File: src/rtl/pipe_reg_pkg.sv
// Shared constants for the pipeline register family.
// Holds the standard field widths used at pipeline-stage boundaries and the
// default reset value. The default reset value is kept at the widest legal
// width and is sliced down by each user.
package pipe_reg_pkg;

    // Destination register address width (register file index).
    localparam int REG_ADDR_W = 5;

    // Datapath width (memory read data, ALU result).
    localparam int DATA_W = 32;

    // Widest data width a pipeline register may be built with.
    localparam int MAX_W = 64;

    // Value loaded on reset unless an instance overrides it.
    localparam logic [MAX_W-1:0] DEFAULT_RESET_VALUE = 64'h0;

endpackage : pipe_reg_pkg

File: src/rtl/pipe_reg.sv
// Generic edge-triggered pipeline register plus fixed-width wrappers.
//
// pipe_reg (parameterised core)
//   WIDTH        data width in bits, 1..64
//   RESET_VALUE  value loaded while clrn is low at a rising edge
//   clk   in   1      rising-edge clock
//   clrn  in   1      synchronous active-low clear (outranks en)
//   en    in   1      load enable, 1 = capture d
//   d     in   WIDTH  next-stage data
//   q     out  WIDTH  registered data, one cycle after d
//
// dff1 / dff5 / dff32 (wrappers kept for existing positional call sites)
//   Port order d, clk, clrn, q; widths 1, 5 and 32; enable tied high and
//   reset value zero. Each one delays d by exactly one clock.
//
// q is driven only by the flop: there is no combinational path from d, en
// or clrn to q, and clrn has no effect between edges.
module pipe_reg
    import pipe_reg_pkg::*;
#(
    parameter int               WIDTH       = DATA_W,
    parameter logic [WIDTH-1:0] RESET_VALUE = DEFAULT_RESET_VALUE[WIDTH-1:0]
) (
    input  logic             clk,
    input  logic             clrn,
    input  logic             en,
    input  logic [WIDTH-1:0] d,
    output logic [WIDTH-1:0] q
);

    // Stage register: clear beats load, load beats hold.
    always_ff @(posedge clk) begin
        if (!clrn) begin
            q <= RESET_VALUE;
        end else if (en) begin
            q <= d;
        end else begin
            q <= q;
        end
    end

endmodule : pipe_reg


// 5-bit pipeline register, e.g. destination register number.
module dff5
    import pipe_reg_pkg::*;
(
    input  logic [REG_ADDR_W-1:0] d,
    input  logic                  clk,
    input  logic                  clrn,
    output logic [REG_ADDR_W-1:0] q
);

    pipe_reg #(
        .WIDTH       (REG_ADDR_W),
        .RESET_VALUE (DEFAULT_RESET_VALUE[REG_ADDR_W-1:0])
    ) u_reg (
        .clk  (clk),
        .clrn (clrn),
        .en   (1'b1),
        .d    (d),
        .q    (q)
    );

endmodule : dff5


File: config.mk
export PLATFORM = sky130hd
export DESIGN_NAME = dff5
export DESIGN_NICKNAME = d
export VERILOG_FILES = /design/src/rtl/pipe_reg_pkg.sv /design/src/rtl/pipe_reg.sv
export SDC_FILE = /design/constraint.sdc
export NUM_CORES = 1
export LEC_CHECK = 0
export ABC_AREA = 0
export CAP_MARGIN = 15
export CORE_AREA = 5 5 42 44
export CTS_CLUSTER_SIZE = 16
export DETAILED_ROUTE_END_ITERATION = 8
export DIE_AREA = 0 0 47 49
export HOLD_SLACK_MARGIN = 0.12
export PLACE_DENSITY = 0.5
export SLEW_MARGIN = 25
export SYNTH_ARGS = -nofsm -noshare
export SYNTH_HDL_FRONTEND = slang
export SYNTH_HIERARCHICAL = 1
export SYNTH_SLANG_ARGS = --single-unit
File: constraint.sdc
create_clock -name clk -period 0.8 [get_ports clk]
set_input_delay 0.16 -clock clk [delete_from_list [all_inputs] [get_ports clk]]
set_output_delay 0.16 -clock clk [all_outputs]
set_load 0.1 [all_outputs]
==> results of run 1 <==
==> tightest hold or removal path, delay by kind of cell <==
family	cells	cell delay, ns
buffers and inverters	1	0.40
multiplexers	1	0.13
AND/OR/NAND/NOR	1	0.06
==> report_power, final <==
part	switching (uW)	internal (uW)
combinational	134	102
clock	101	188
sequential	15.7	269
==> cells in the mapped netlist <==
| library cell | count | area share |
|---|---|---|
| nor2b_1 | 5 | 0.16 |
| mux2i_1 | 5 | 0.25 |
| dfxtp_1 | 5 | 0.51 |
| buf_6 | 1 | 0.057 |
| conb_1 | 1 | 0.019 |
==> worst paths after layout <==
| path | start | to | slack, ns | depth (start not counted) |
|---|---|---|---|---|
| min | d[2] | u_reg/q[2] | 0.55 | 3 |
| max | u_reg/q[0] | q[0] | -0.12 | 1 |
==> timing repair <==
item                                    CTS  global route
pin swaps                                 0             0
gates cloned                              0             0
endpoints found under the setup margin    5             5
hold buffers                              0             0
setup buffers                             1             0
==> per-stage QoR <==
| step | worst slack (ns) | power, uW | hold WS (ns) |
|---|---|---|---|
| after detailed placement | -0.1417 | 522.2 | 0.6314 |
| after global placement | -0.08520 | 517.5 | 0.6312 |
| after global routing | -0.1678 | 861.3 | 0.5306 |
| after CTS | -0.1383 | 827.4 | 0.5321 |
| after floorplan | 0.006283 | 423.1 | 0.2880 |
| final | -0.1247 | 809.7 | 0.5456 |
==> cell type report <==
| type | count | area, um^2 | area share |
|---|---|---|---|
| repair buffers | 12 | 167.7 | 0.4136 |
| well taps | 16 | 20.02 | 0.04938 |
| multi-input cells | 11 | 85.08 | 0.2099 |
| flip-flops and latches | 5 | 106.4 | 0.2623 |
| clock buffers | 4 | 26.28 | 0.06481 |
==> placed cells by master, fill, tap and decap left out <==
master and instances:
buf_12 5, buf_4 1, clkbuf_1 1, clkbuf_4 3, clkdlybuf4s50_1 6, conb_1 1
dfxtp_2 5, mux2i_1 5, nor2b_1 5
==> logic make-up after synthesis <==
family	Yosys count
DFF	5
buffers and inverters	1
other	1
muxes	5
and+or+nand+nor	5
==> metal layers <==
metal	wire, um	global-route usage
met4	0	0.02765
met5	0	0
met3	95	0.06642
met2	210	0.07240
met1	180	0.05934
==> flow_summary.json, run 1 <==
{
  "core_um2": 1401,
  "portBuffers": 11,
  "period_minus_slack_ns": 0.9247,
  "grt_max_degree": 6,
  "grt_usage": 0.05845,
  "slowest_delay_ns": 0.35,
  "vias_per_cell": 3.563,
  "detail_route.wl_per_cell_um": 10.13,
  "cts_resized": 0,
  "critPathCaptureType": "primary output",
  "regMostFlops": "u_reg/q",
  "htreeDepth": 1,
  "yosysWarnings": 6,
  "final_util": 0.2893,
  "syn_to_final_growth_pct": 106.4,
  "drc": 0,
  "synth_top_family_by_area": "multiplexers",
  "cp_num_buf_inv": 1,
  "routed_wl_um": 486,
  "place.gp.congestion": 0.6549,
  "synth.distinct_cells": 5,
  "fp.dieH_um": 49,
  "design_area_um2": 405.4,
  "synthAdderAreaFrac": 0,
  "grt_pass1_vias": 206,
  "fin_tns_setup_ns": -0.6019,
  "ant_nets": 0,
  "fin_cells": 48,
  "fp.dieW_um": 47,
  "syn-cell-area_um2": 196.4,
  "path_cells": "buf_12",
  "post-dp-hpwl_um": 408.9,
  "drtPass1Iterations": 2,
  "worstSetupPathType": "reg -> out",
  "synth_mux_area_frac": 0.2548,
  "antenna_found_initial": 0,
  "place_area_um2": 371.6,
  "run_status": "finished with violations",
  "clkSlewWorstSetupHoldPaths_ns": 0.04,
  "synth_cells": 17,
  "min_path_type": "in -> reg",
  "yosys.area_share.simple": 0.1592,
  "worst_slack_ns": -0.1247,
  "row_count": 14,
  "cp.required_ns": 0.64,
  "cp_top_family": "flip-flops",
  "num_antenna_cells": 0,
  "fmax_mhz": 1081,
  "synth_nets": 24,
  "start_util": 0.1402,
  "worstPathArrival_ns": 0.76,
  "ys_seq_area_frac": 0.5096,
  "root_buffer": "clkbuf_4",
  "drive_gt1_frac": 0.4375,
  "finalSetupViolCount": 5,
  "slowest_stage": "dfxtp_2",
  "cts_buffer_depth": 2,
  "fin_crit_sh": 1.156,
  "powerDensity_nw_per_um2": 1997,
  "grt_overflow": 0,
  "hold_viol_final": 0,
  "die-area_um2": 2303,
  "cp_max_fo": 2,
  "p_leak_uw": 0.0001709,
  "fillers": 155,
  "report.final.slew_viol_count": 0,
  "final_nets": 40,
  "largest_reg_flops": 5,
  "start_kind": "flop",
  "vdd_ir_drop_max_uv": 918.4,
  "synth_xor_area_frac": 0,
  "numCtsBuffers": 3,
  "dp.cells": 43,
  "ys_ff_latch": 5,
  "synth_compound_gate_area_share": 0,
  "rsz0062_at_grt": "true",
  "cts_tree": "built",
  "cap_violations": 0,
  "syn_area_per_cell_um2": 11.56,
  "violations": "setup timing",
  "grt_pass1_wl_um": 869,
  "drtIter0Drc": 2,
  "reg_top3": "u_reg/q x5",
  "io_pins": 12,
  "vias": 171,
  "cts.sinks": 5
}
Note: power is estimated with default switching activity, not from simulation.
==> inputs of run 2 (changes only) <==
--- a/config.mk
+++ b/config.mk
@@ -9,6 +9,6 @@
 export CAP_MARGIN = 15
-export CORE_AREA = 5 5 42 44
+export CORE_AREA = 2 2 39 41
 export CTS_CLUSTER_SIZE = 16
 export DETAILED_ROUTE_END_ITERATION = 8
-export DIE_AREA = 0 0 47 49
+export DIE_AREA = 0 0 41 43
 export HOLD_SLACK_MARGIN = 0.12
--- a/constraint.sdc
+++ b/constraint.sdc
@@ -3,2 +3,2 @@
 set_output_delay 0.16 -clock clk [all_outputs]
-set_load 0.1 [all_outputs]
+set_load 0.005 [all_outputs]
==> run 2 against run 1 <==
Against the previous run: sequential share of layout area increased by 4.2 points; worst setup slack improved by 0.098 ns; critical endpoint is now q[2]; first-iteration DRC count increased to 3.0 times the previous value; fmax increased by 12%; the run still ends with setup timing left; hold slack got worse by 0.0039 ns; largest power group unchanged; clock power decreased by 1%; via count decreased by 0.58%; non-clock buffer count unchanged; highest routed layer unchanged; core utilization decreased by 3.7 points.
==> flow_summary.json, run 2 (synthesis results as in run 1) <==
{
  "run_status": "finished with violations",
  "violations": "setup timing",
  "grt_max_degree": 6,
  "cts_hold_buf": 0,
  "cp_top_family": "flip-flops",
  "powerDensity_nw_per_um2": 1879,
  "hold_viol_final": 0,
  "portBuffers": 11,
  "numCtsBuffers": 3,
  "fin_cells": 48,
  "report.final.slew_viol_count": 0,
  "worst_slack_ns": -0.02679,
  "path_cells": "buf_2",
  "wl_met1_um": 182,
  "dp.cells": 43,
  "place_area_um2": 315.3,
  "cp.required_ns": 0.64,
  "route.met2.wl_um": 183,
  "p_total_uw": 656.1,
  "clkSlewWorstSetupHoldPaths_ns": 0.04,
  "drc": 0,
  "final_nets": 40,
  "final_util": 0.2523,
  "core_um2": 1384,
  "row_count": 14,
  "reg_top3": "u_reg/q x5",
  "cp_num_buf_inv": 1,
  "top_layer": "met3",
  "fmax_mhz": 1210,
  "start_kind": "flop",
  "critPathCaptureType": "primary output",
  "antenna_found_initial": 0,
  "wl_met3_um": 66,
  "detail_route.wl_per_cell_um": 8.979,
  "largest_reg_flops": 5,
  "whs_endpoint": "u_reg/q[0]",
  "grt_overflow": 0,
  "routed_wl_um": 431,
  "rsz0062_at_grt": "true",
  "htreeDepth": 1,
  "cts.sinks": 5,
  "ant_nets": 0,
  "slowest_stage": "dfxtp_2",
  "fp.dieH_um": 43,
  "vdd_ir_drop_max_uv": 723.8,
  "drtIter0Drc": 6,
  "syn_to_final_growth_pct": 77.71,
  "p_leak_uw": 0.0001566,
  "hold_depth": 3,
  "period_minus_slack_ns": 0.8268,
  "cp_max_fo": 2,
  "start_util": 0.1420,
  "fillers": 149,
  "grt_pass1_vias": 150,
  "root_buffer": "clkbuf_4",
  "hp-start": "d[0]",
  "vias_per_cell": 3.542,
  "grt_pass1_wl_um": 614,
  "cts_buffer_depth": 2,
  "cts_tree": "built",
  "design_area_um2": 349.1,
  "worstSetupPathType": "reg -> out",
  "vias": 170,
  "cap_violations": 0,
  "io_pins": 12,
  "slowest_delay_ns": 0.31,
  "die-area_um2": 1763,
  "worstPathArrival_ns": 0.67,
  "layout_common_cells": "6 x clkdlybuf4s50_1, 5 x mux2i_1, 5 x nor2b_1, 5 x dfxtp_2",
  "place.gp.congestion": 0.5773,
  "fin_crit_sh": 1.033,
  "grt_usage": 0.06332,
  "fp.dieW_um": 41,
  "num_antenna_cells": 0,
  "drtPass1Iterations": 2,
  "layout_commonest_cell": "clkdlybuf4s50_1",
  "finalSetupViolCount": 5,
  "min_path_type": "in -> reg",
  "regMostFlops": "u_reg/q",
  "drive_gt1_frac": 0.4375
}
## run 2: cell counts in the layout (fill, tap and decap cells not counted)
No cell type changed its count.
## run 2: how the worst max path moves through the flow
stage / from / slack [ns] / endpoint / cells after the start
global route: u_reg/q[4] / -0.05 / q[4] / 1
global placement: u_reg/q[2] / -0.17 / q[2] / 1
CTS: u_reg/q[2] / -0.04 / q[2] / 1
finish: u_reg/q[2] / -0.03 / q[2] / 1
floorplan: u_reg/q[0] / 0.33 / q[0] / 0
detailed placement: u_reg/q[1] / -0.17 / q[1] / 1
## run 2: stage by stage
step	hold slack [ns]	setup TNS [ns]	setup WS, ns
4_1_cts	0.5373	-0.1793	-0.03863
6_report	0.5417	-0.1151	-0.02679
2_1_floorplan	0.2882	0	0.3267
5_1_grt	0.5493	-0.2497	-0.05169
3_3_place_gp	0.7834	-1.211	-0.1664
3_5_place_dp	0.8008	-1.368	-0.1688
## run 2: area by class of cell
type	instances	area (um^2)	area share
timing repair buffer	12	111.4	0.3190
sequential	5	106.4	0.3047
multi-input combinational	11	85.08	0.2437
clock buffer	4	26.28	0.07527
tap	16	20.02	0.05735
## run 2: metal layers
layer / vias to the layer above / global-route usage
li1: 82 / -
met5: - / 0
met2: 14 / 0.07500
met3: 0 / 0.07853
met4: 0 / 0.06000
met1: 74 / 0.04839
## run 2: timing repair
item | in CTS | in global routing
setup endpoints to repair | 5 | 5
gates resized for setup | 24 | 3
buffers inserted | 1 | 0
## run 2: where the power goes
part	total (uW)	internal, uW	switching, uW
registers	277	268	8.67
clock network	285	188	97.2
logic	93.7	66.3	27.4
